<file path="config.mk">
export PLATFORM = sky130hd
export DESIGN_NAME = bubble_sorter_param
export DESIGN_NICKNAME = d
export VERILOG_FILES = /design/src/rtl/sorter_pkg.sv /design/src/rtl/sorter_cmp_swap.sv /design/src/rtl/bubble_sorter_param.sv
export SDC_FILE = /design/constraint.sdc
export NUM_CORES = 1
export LEC_CHECK = 0
export CORE_UTILIZATION = 45
export CTS_CLUSTER_DIAMETER = 30
export DETAILED_ROUTE_END_ITERATION = 6
export HOLD_SLACK_MARGIN = 0.03
export PLACE_DENSITY = 0.69
export SETUP_SLACK_MARGIN = 0.4
export SLEW_MARGIN = 10
export SYNTH_ARGS = -nofsm -noshare
export SYNTH_HDL_FRONTEND = slang
export SYNTH_SLANG_ARGS = --single-unit
export TNS_END_PERCENT = 100
</file>
<file path="constraint.sdc">
create_clock -name clk -period 6.4 [get_ports clk]
set_input_delay 0.64 -clock clk [delete_from_list [all_inputs] [get_ports clk]]
set_output_delay 0.64 -clock clk [all_outputs]
set_load 0.01 [all_outputs]
</file>
<file path="src/rtl/sorter_pkg.sv">
// Shared types and helpers for the serial bubble sorter.
package sorter_pkg;

  typedef enum logic [1:0] {IDLE, SORT, DONE} state_e;

  // Widest element the compare helper handles.
  localparam int CMP_MAX_W = 64;

  // Width of a counter that can hold the worst-case swap count N*(N-1)/2.
  function automatic int swap_w(input int n);
    return $clog2(n * (n - 1) / 2 + 1);
  endfunction

  // a > b on w-bit elements. For signed data the sign bit is flipped on both
  // operands, turning two's complement into offset binary so a plain unsigned
  // compare gives the signed ordering.
  function automatic logic elem_gt(input logic [CMP_MAX_W-1:0] a,
                                   input logic [CMP_MAX_W-1:0] b,
                                   input int w, input bit sgn);
    logic [CMP_MAX_W-1:0] msk;
    msk = sgn ? (CMP_MAX_W'(1) << (w - 1)) : '0;
    return (a ^ msk) > (b ^ msk);
  endfunction

endpackage

</file>
<file path="src/rtl/sorter_cmp_swap.sv">
// Combinational compare-exchange of two W-bit elements.
module sorter_cmp_swap
  import sorter_pkg::*;
#(
  parameter int W      = 4,
  parameter int SIGNED = 1
) (
  input  logic [W-1:0] a_i,
  input  logic [W-1:0] b_i,
  output logic [W-1:0] lo_o,
  output logic [W-1:0] hi_o,
  output logic         swapped_o
);

  // Strict greater-than keeps equal elements in place, so the sort is stable.
  assign swapped_o = elem_gt(CMP_MAX_W'(a_i), CMP_MAX_W'(b_i), W, SIGNED != 0);
  assign lo_o      = swapped_o ? b_i : a_i;
  assign hi_o      = swapped_o ? a_i : b_i;

endmodule

</file>
<file path="src/rtl/bubble_sorter_param.sv">
// Serial bubble sorter: one vector in, one compare-swap per clock, one sorted
// vector out. Define SORTER_EARLY_EXIT_EN to finish after the first pass that
// performs no swap.
module bubble_sorter_param
  import sorter_pkg::*;
#(
  parameter int N      = 4,
  parameter int W      = 4,
  parameter int SIGNED = 1,
  localparam int SWAP_W = swap_w(N)
) (
  input  logic              clk,
  input  logic              rst_n,
  input  logic              in_valid,
  output logic              in_ready,
  input  logic [N*W-1:0]    in_data,
  output logic              out_valid,
  input  logic              out_ready,
  output logic [N*W-1:0]    out_data,
  output logic [SWAP_W-1:0] swap_cnt,
  output logic              busy
);

  localparam int IDX_W = $clog2(N);
  localparam logic [IDX_W-1:0] LAST_IDX = IDX_W'(N - 2);

  state_e                    state_q;
  logic [N-1:0][W-1:0]       elem_q;
  logic [IDX_W-1:0]          idx_q, pass_q, idx_p1;
  logic [SWAP_W-1:0]         swap_cnt_q;
  logic [N*W-1:0]            out_data_q;
  logic                      in_ready_q, out_valid_q, busy_q;
  logic [W-1:0]              lo, hi;
  logic                      swapped, stop_early;

  assign idx_p1 = idx_q + IDX_W'(1);

  sorter_cmp_swap #(.W(W), .SIGNED(SIGNED)) u_cmp (
    .a_i      (elem_q[idx_q]),
    .b_i      (elem_q[idx_p1]),
    .lo_o     (lo),
    .hi_o     (hi),
    .swapped_o(swapped)
  );

`ifdef SORTER_EARLY_EXIT_EN
  logic pass_swap_q;

  // A pass that ends without any swap means the vector is already sorted.
  always_comb stop_early = !pass_swap_q && !swapped;

  // Track whether the current pass has swapped anything yet.
  always_ff @(posedge clk) begin
    if (!rst_n)                                      pass_swap_q <= 1'b0;
    else if (state_q != SORT || idx_q == LAST_IDX)   pass_swap_q <= 1'b0;
    else                                             pass_swap_q <= pass_swap_q | swapped;
  end
`else
  assign stop_early = 1'b0;
`endif

  // Control FSM with registered handshake/status outputs.
  always_ff @(posedge clk) begin
    if (!rst_n) begin
      state_q     <= IDLE;
      in_ready_q  <= 1'b1;
      out_valid_q <= 1'b0;
      busy_q      <= 1'b0;
      swap_cnt_q  <= '0;
      out_data_q  <= '0;
      elem_q      <= '0;
      idx_q       <= '0;
      pass_q      <= '0;
    end else begin
      case (state_q)
        IDLE: if (in_valid && in_ready_q) begin
          elem_q     <= in_data;
          swap_cnt_q <= '0;
          idx_q      <= '0;
          pass_q     <= '0;
          in_ready_q <= 1'b0;
          busy_q     <= 1'b1;
          state_q    <= SORT;
        end
        SORT: begin
          if (swapped) begin
            elem_q[idx_q]  <= lo;
            elem_q[idx_p1] <= hi;
            swap_cnt_q     <= swap_cnt_q + SWAP_W'(1);
          end
          if (idx_q == LAST_IDX) begin
            idx_q  <= '0;
            pass_q <= pass_q + IDX_W'(1);
            if (pass_q == LAST_IDX || stop_early) begin
              busy_q  <= 1'b0;
              state_q <= DONE;
            end
          end else begin
            idx_q <= idx_p1;
          end
        end
        DONE: begin
          // First DONE cycle captures the final element registers.
          if (!out_valid_q) begin
            out_data_q  <= elem_q;
            out_valid_q <= 1'b1;
          end else if (out_ready) begin
            out_valid_q <= 1'b0;
            in_ready_q  <= 1'b1;
            state_q     <= IDLE;
          end
        end
        default: state_q <= IDLE;
      endcase
    end
  end

  assign in_ready  = in_ready_q;
  assign out_valid = out_valid_q;
  assign out_data  = out_data_q;
  assign swap_cnt  = swap_cnt_q;
  assign busy      = busy_q;

endmodule

</file>
======== Yosys cells after proc, flatten, opt, wreduce, memory -nomap -nowiden ========
Cells that the tools add are included.
word-level totals
  register bits after elaboration ......... 44
  input bits .............................. 20
  output and inout port bits .............. 22
  word-level logic and storage cells ...... 85
operators by class
  add/sub/neg operators ................... 3
  $lt $le $gt $ge ......................... 5
  equality and inequality tests ........... 10
  muxes and demuxes ....................... 39
  bitwise operators ....................... 3
  reduce and logical (&&, ||, !) cells .... 13
operators by type and width
  kind                                                                number
  bitwise mux 16 bit                                                  2
  two-way mux 16 bit                                                  2
  case mux 16 bit (2 select lines)                                    1
  two-way mux 4 bit                                                   6
  binary-select mux 4 bit (select 2 bit)                              2
  demux 4 bit (select 2 bit)                                          2
  two-way mux 2 bit                                                   8
  != test 2 bit (second input constant)                               5
  two-way mux 1 bit                                                   8
  case mux 2 bit (2 select lines)                                     2
  AND reduction 4 bit                                                 2
  equality test 2 bit (second input constant)                         3
  less-than comparator 2 x 3 -> 1 bit (second input constant)         2
  two-way mux 3 bit                                                   2
  case mux 2 bit (3 select lines)                                     1
  case mux 3 bit (2 select lines)                                     1
  AND reduction 3 bit                                                 2
  AND reduction 5 bit                                                 1
  adder 2 x 1 -> 2 bit (second input constant)                        2
  greater-or-equal comparator 2 x 1 -> 1 bit (second input constant)  2
  greater-than comparator 4 bit                                       1
  case mux 1 bit (2 select lines)                                     2
  AND reduction 2 bit                                                 2
  nonzero test 2 bit                                                  2
  6 further kinds                                                     10

======== Longest topological paths before layout ========
  word-level depth ........................ 10
  gate-level depth with buffers ........... 13
  gate-level depth less buffers ........... 11

======== By module ========
A second synthesis with hierarchy kept.
unflattened totals
  cells, all modules ...................... 298
  area total of the unflattened synthesis .. 2710.1 um^2
modules (own cells, without submodules)
  module               times used  cells an instance  area each (um^2)  sequential area each (um^2)
  bubble_sorter_param  1           277                2504.9            880.8
  sorter_cmp_swap      1           21                 205.2             0.0

======== Worst setup path after synthesis ========
Ideal clock, no wire load.
  path kind ............................... reg-to-reg
  from .................................... register idx_q[0]
  to ...................................... register elem_q[4] (netlist name)
  setup time .............................. 0.133 ns
  arrival ................................. 3.150 ns
  required time ........................... 6.267 ns
  setup slack ............................. 3.117 ns
  cell stages (with the launch flop) ...... 13
  path buffers ............................ 1
  clock period less this slack ............ 3.283 ns
  cell sequence ........................... dfxtp_1 buf_6 inv_1 ha_1 mux4_2 inv_1 ha_1 nor2b_4 o211a_4 o21ai_4 mux2_2 a22oi_1 o221ai_1
between the ends
  cells in the longest elaborated chain, start to end .. 10
  elaborated cells on any way between the ends .. 26
  those cells by class .................... 1 x add/sub; 5 x order compare; 1 x eq/ne; 14 x mux; 2 x bitwise; 3 x reduce/logical
ends and longest elaborated chain
  what                                     line                       source
  from (decl)                              bubble_sorter_param.sv:29  logic [IDX_W-1:0] idx_q, pass_q, idx_p1;
  from (signal assigned)                   bubble_sorter_param.sv:99  idx_q <= idx_p1;
  adder 2 x 1 -> 2 bit                     bubble_sorter_param.sv:36  assign idx_p1 = idx_q + IDX_W'(1);
  binary-select mux 4 bit (select 2 bit)   bubble_sorter_param.sv:40  .b_i (elem_q[idx_p1]),
  two-way mux 4 bit (implied by the code)  bubble_sorter_param.sv:40
  inverter 1 bit (no line)                 -
  greater-than comparator 4 bit            sorter_pkg.sv:22           return (a ^ msk) > (b ^ msk);
  two-way mux 4 bit                        sorter_cmp_swap.sv:17      assign lo_o = swapped_o ? b_i : a_i;
  bitwise mux 16 bit                       bubble_sorter_param.sv:87  elem_q[idx_q] <= lo;
  bitwise mux 16 bit                       bubble_sorter_param.sv:88  elem_q[idx_p1] <= hi;
  two-way mux 16 bit                       bubble_sorter_param.sv:86  if (swapped) begin
  case mux 16 bit (2 select lines)         bubble_sorter_param.sv:75  case (state_q)
  to (signal assigned)                     bubble_sorter_param.sv:77  elem_q <= in_data;
  to (signal, indexed assignment)          bubble_sorter_param.sv:87
  to (signal, indexed assignment)          bubble_sorter_param.sv:88
  to (decl)                                bubble_sorter_param.sv:28  logic [N-1:0][W-1:0] elem_q;
Several ways; a longest one is shown, not always the timed one. The select of a mux whose other input is x is not followed.
A chain may end at the register's enable or synchronous reset.

======== Worst setup path after layout ========
  from .................................... register idx_q[0]
  to ...................................... register elem_q[10] (netlist name)
The elaborated chain is that of the path after synthesis.

==> summary.txt <==
Status
  – Status: completed

Timing
  – Worst Skew: 0.00594 ns
  – Slew Viols, Final: 0
  – FMAX: 262 MHz
  – Max_slew headroom: 38.4%
  – Tmin final: 3.82 ns
  – Final setup fails: 0
  – Hold Fails Final Rpt: 0
  – PnR worst setup slack: 2.58 ns
  – RSZ-0062 raised after global routing: no
  – Measured slew at the worst slew-check pin: 0.921 ns
  – Final period util: 59.6%
  – Setup TNS: 0 ns

Yosys
  – Synth unique cells: 40
  – Ys flop type: dfxtp_1
  – Post-synth EDFFs: 0
  – Post-synthesis sequential area ratio: 33.4%
  – Largest area contributor in the netlist: dfxtp_1
  – Yosys warnings: 0
  – Post-synth top area share: 33.4%
  – Post-Syn Area per Cell: 8.75 µm²
  – FFs w/ async S/R, synth: 0%
  – Synth area leaders: dfxtp_1 (33%), nand2_1 (10%), mux4_2 (6.8%)
  – Cell with the most instances after synthesis: nand2_1
  – Commonest cells post-synth: nand2_1 (73), dfxtp_1 (44), a21boi_0 (19), a21oi_1 (17), nand4_1 (13)
  – Netlist Area Pre-Place: 0.00263 mm²
  – #FFs+latches synth: 44
  – Mapped Nets: 333
  – Synth Instances: 301

Clock tree
  – Sink Count: 44
  – Skew-Pair Late Insertion Delay: 0.30 ns
  – # resized after CTS: 0
  – TritonCTS clock tree: done
  – Cts hold-fix bufs: 0
  – Post-CTS setup buffers: 0
  – CTS Buf Count: 5
  – Max Root-Sink Buffers: 2
  – Clock-pin slew on the worst setup and hold paths: 0.08 ns
  – CTS H-tree depth: 2
  – CTS root buf: clkbuf_8

Final layout
  – # nets final: 365
  – Fin util: 56.6%
  – ANT cells: 0
  – Layout cells sized above 1: 10.5%
  – Area Growth Syn to Fin: 19.7%

GRT
  – Initial antenna violation count: 0
  – Vias in the first global route: 2,173
  – Grt ovf: 0
  – First-pass GRT wire length: 10,900 µm
  – Pin count of the biggest net entering global routing: 57
  – Overall Global Routing Usage: 22.5%

Setup path
  – Critical Path RT: 6.58 ns
  – CP max FO: 13
  – Critical path capture point type: flop
  – CP Launch Type: flop
  – WP data arrival: 3.99 ns
  – Crit path kind: flop to flop

Routing
  – Post-Route WL: 6680 µm
  – Post-route ant nets: 0
  – Residual DRC: 0
  – Via count: 2,362
  – Detailed router's first-iteration violation count: 168
  – Avg Vias per Cell: 5.82
  – DRT Pass-1 Iters: 4
  – DR WL/cell: 16.5 µm

Pwr
  – Pwr Total: 0.000781 W
  – Static leakage: 1.06 nW
  – VDD IR max: 0.000114 V
  – PD cells: 248 mW/mm²

Floorplanning
  – Starting Density: 47.3%
  – Row count: 27
  – Boundary Pins: 42
  – Die area: 0.00616 mm²
  – Die Ht: 78.5 µm
  – Core Area: 0.00557 mm²
  – Die X: 78.5 µm

Place
  – GPL Wtd Cong: 0.947
  – Post-DP HPWL: 4740 µm
  – Dpl ws: 2.58 ns
  – IO Port Bufs: 41

Job
  – Max-Cap Viols: 0

Hold path
  – HP Class: flop to flop
routing by layer:
metal	vias to the layer above	track usage (%)	part of all wire [%]
li1	1166	-	-
met4	0	7.59	2.0
met5	-	0	0
met1	1104	31.1	46
met3	12	4.30	6.6
met2	80	34.9	45
cell usage in the layout (no fill, tap or decap), types with 2 or more instances in the layout:
| cell | Yosys | layout |
|---|---|---|
| inv_1 | 7 | 7 |
| a22oi_1 | 7 | 7 |
| clkdlybuf4s50_1 | 0 | 41 |
| o21a_1 | 2 | 2 |
| mux2_4 | 4 | 4 |
| xor2_1 | 2 | 2 |
| a222oi_1 | 4 | 4 |
| a21oi_4 | 3 | 3 |
| a21boi_0 | 19 | 19 |
| o21ai_0 | 9 | 9 |
| mux2i_1 | 2 | 2 |
| mux4_2 | 8 | 8 |
| mux2_2 | 4 | 4 |
| ha_1 | 12 | 12 |
| nor3_1 | 4 | 4 |
| and2_1 | 3 | 3 |
| dfxtp_1 | 44 | 44 |
| nor2_1 | 9 | 9 |
| o221ai_1 | 11 | 11 |
| nor2b_1 | 4 | 4 |
| nand2b_1 | 2 | 2 |
| nand2_1 | 73 | 73 |
| nand3_1 | 9 | 9 |
| nand4_1 | 13 | 13 |
| a21oi_1 | 17 | 17 |
| clkbuf_8 | 0 | 6 |
state kept, by name (all words and copies together) (netlist names):
register	count
busy	1
elem_q	16
idx_q	2
in_ready	1
out_data	16
out_valid	1
pass_q	2
state_q	2
swap_cnt	3
worst max-delay path: stages (launching register included):
cell      delay [ns]
dfxtp_1         0.66
inv_1           0.18
ha_1            0.45
mux4_2          0.62
inv_1           0.09
ha_1            0.25
nand4_1         0.19
o21a_1          0.50
mux2_2          0.41
a22oi_1         0.20
o221ai_1        0.14
through the flow:
stage	hold WS [ns]	instance area [µm²]	cells
after floorplan	0.458	2630	301
after global placement	0.455	3060	398
after detailed placement	0.458	3060	398
after CTS	0.471	3150	406
after global routing	0.487	3150	406
final	0.467	3150	406
final timing paths:
path / startpoint / to / slack [ns] / cells after the start
worst max register to register: idx_q[0]$_SDFFE_PN0P_ / elem_q[10]$_SDFFE_PN0P_ / 2.58 / 10
worst max-delay path: idx_q[0]$_SDFFE_PN0P_ / elem_q[10]$_SDFFE_PN0P_ / 2.58 / 10
worst min register to register: out_data[5]$_SDFFE_PN0P_ / out_data[5]$_SDFFE_PN0P_ / 0.47 / 2
worst min-delay path: out_data[5]$_SDFFE_PN0P_ / out_data[5]$_SDFFE_PN0P_ / 0.47 / 2
power by group:
group / total, W / internal [W] / switching (W)
clock network: 0.000184 / 0.0000878 / 0.0000962
logic: 0.000281 / 0.000123 / 0.000158
registers: 0.000316 / 0.000291 / 0.0000245
total: 0.000781 / 0.000502 / 0.000278
kinds of logic after synthesis:
kind of cell | after synthesis | share of synthesized area, %
AO/OA/AOI/OAI | 80 | 23.7
XOR/XNOR | 2 | 0.665
adder cells (fa/ha/maj) | 12 | 5.70
buffers and inverters | 25 | 4.28
flip-flops | 44 | 33.4
multiplexers | 18 | 11.6
AND/OR/NAND/NOR | 120 | 20.7
cell type report:
cell class	count	area (µm²)
Multi-Input combinational cell	232	1640
Timing Repair Buffer	42	418
Sequential cell	44	881
Fill cell	523	2420
Clock buffer	7	86.3
Tap cell	72	90.1
Clock inverter	1	7.51
Inverter	8	30.0
Power figures use the tool's default switching activity.
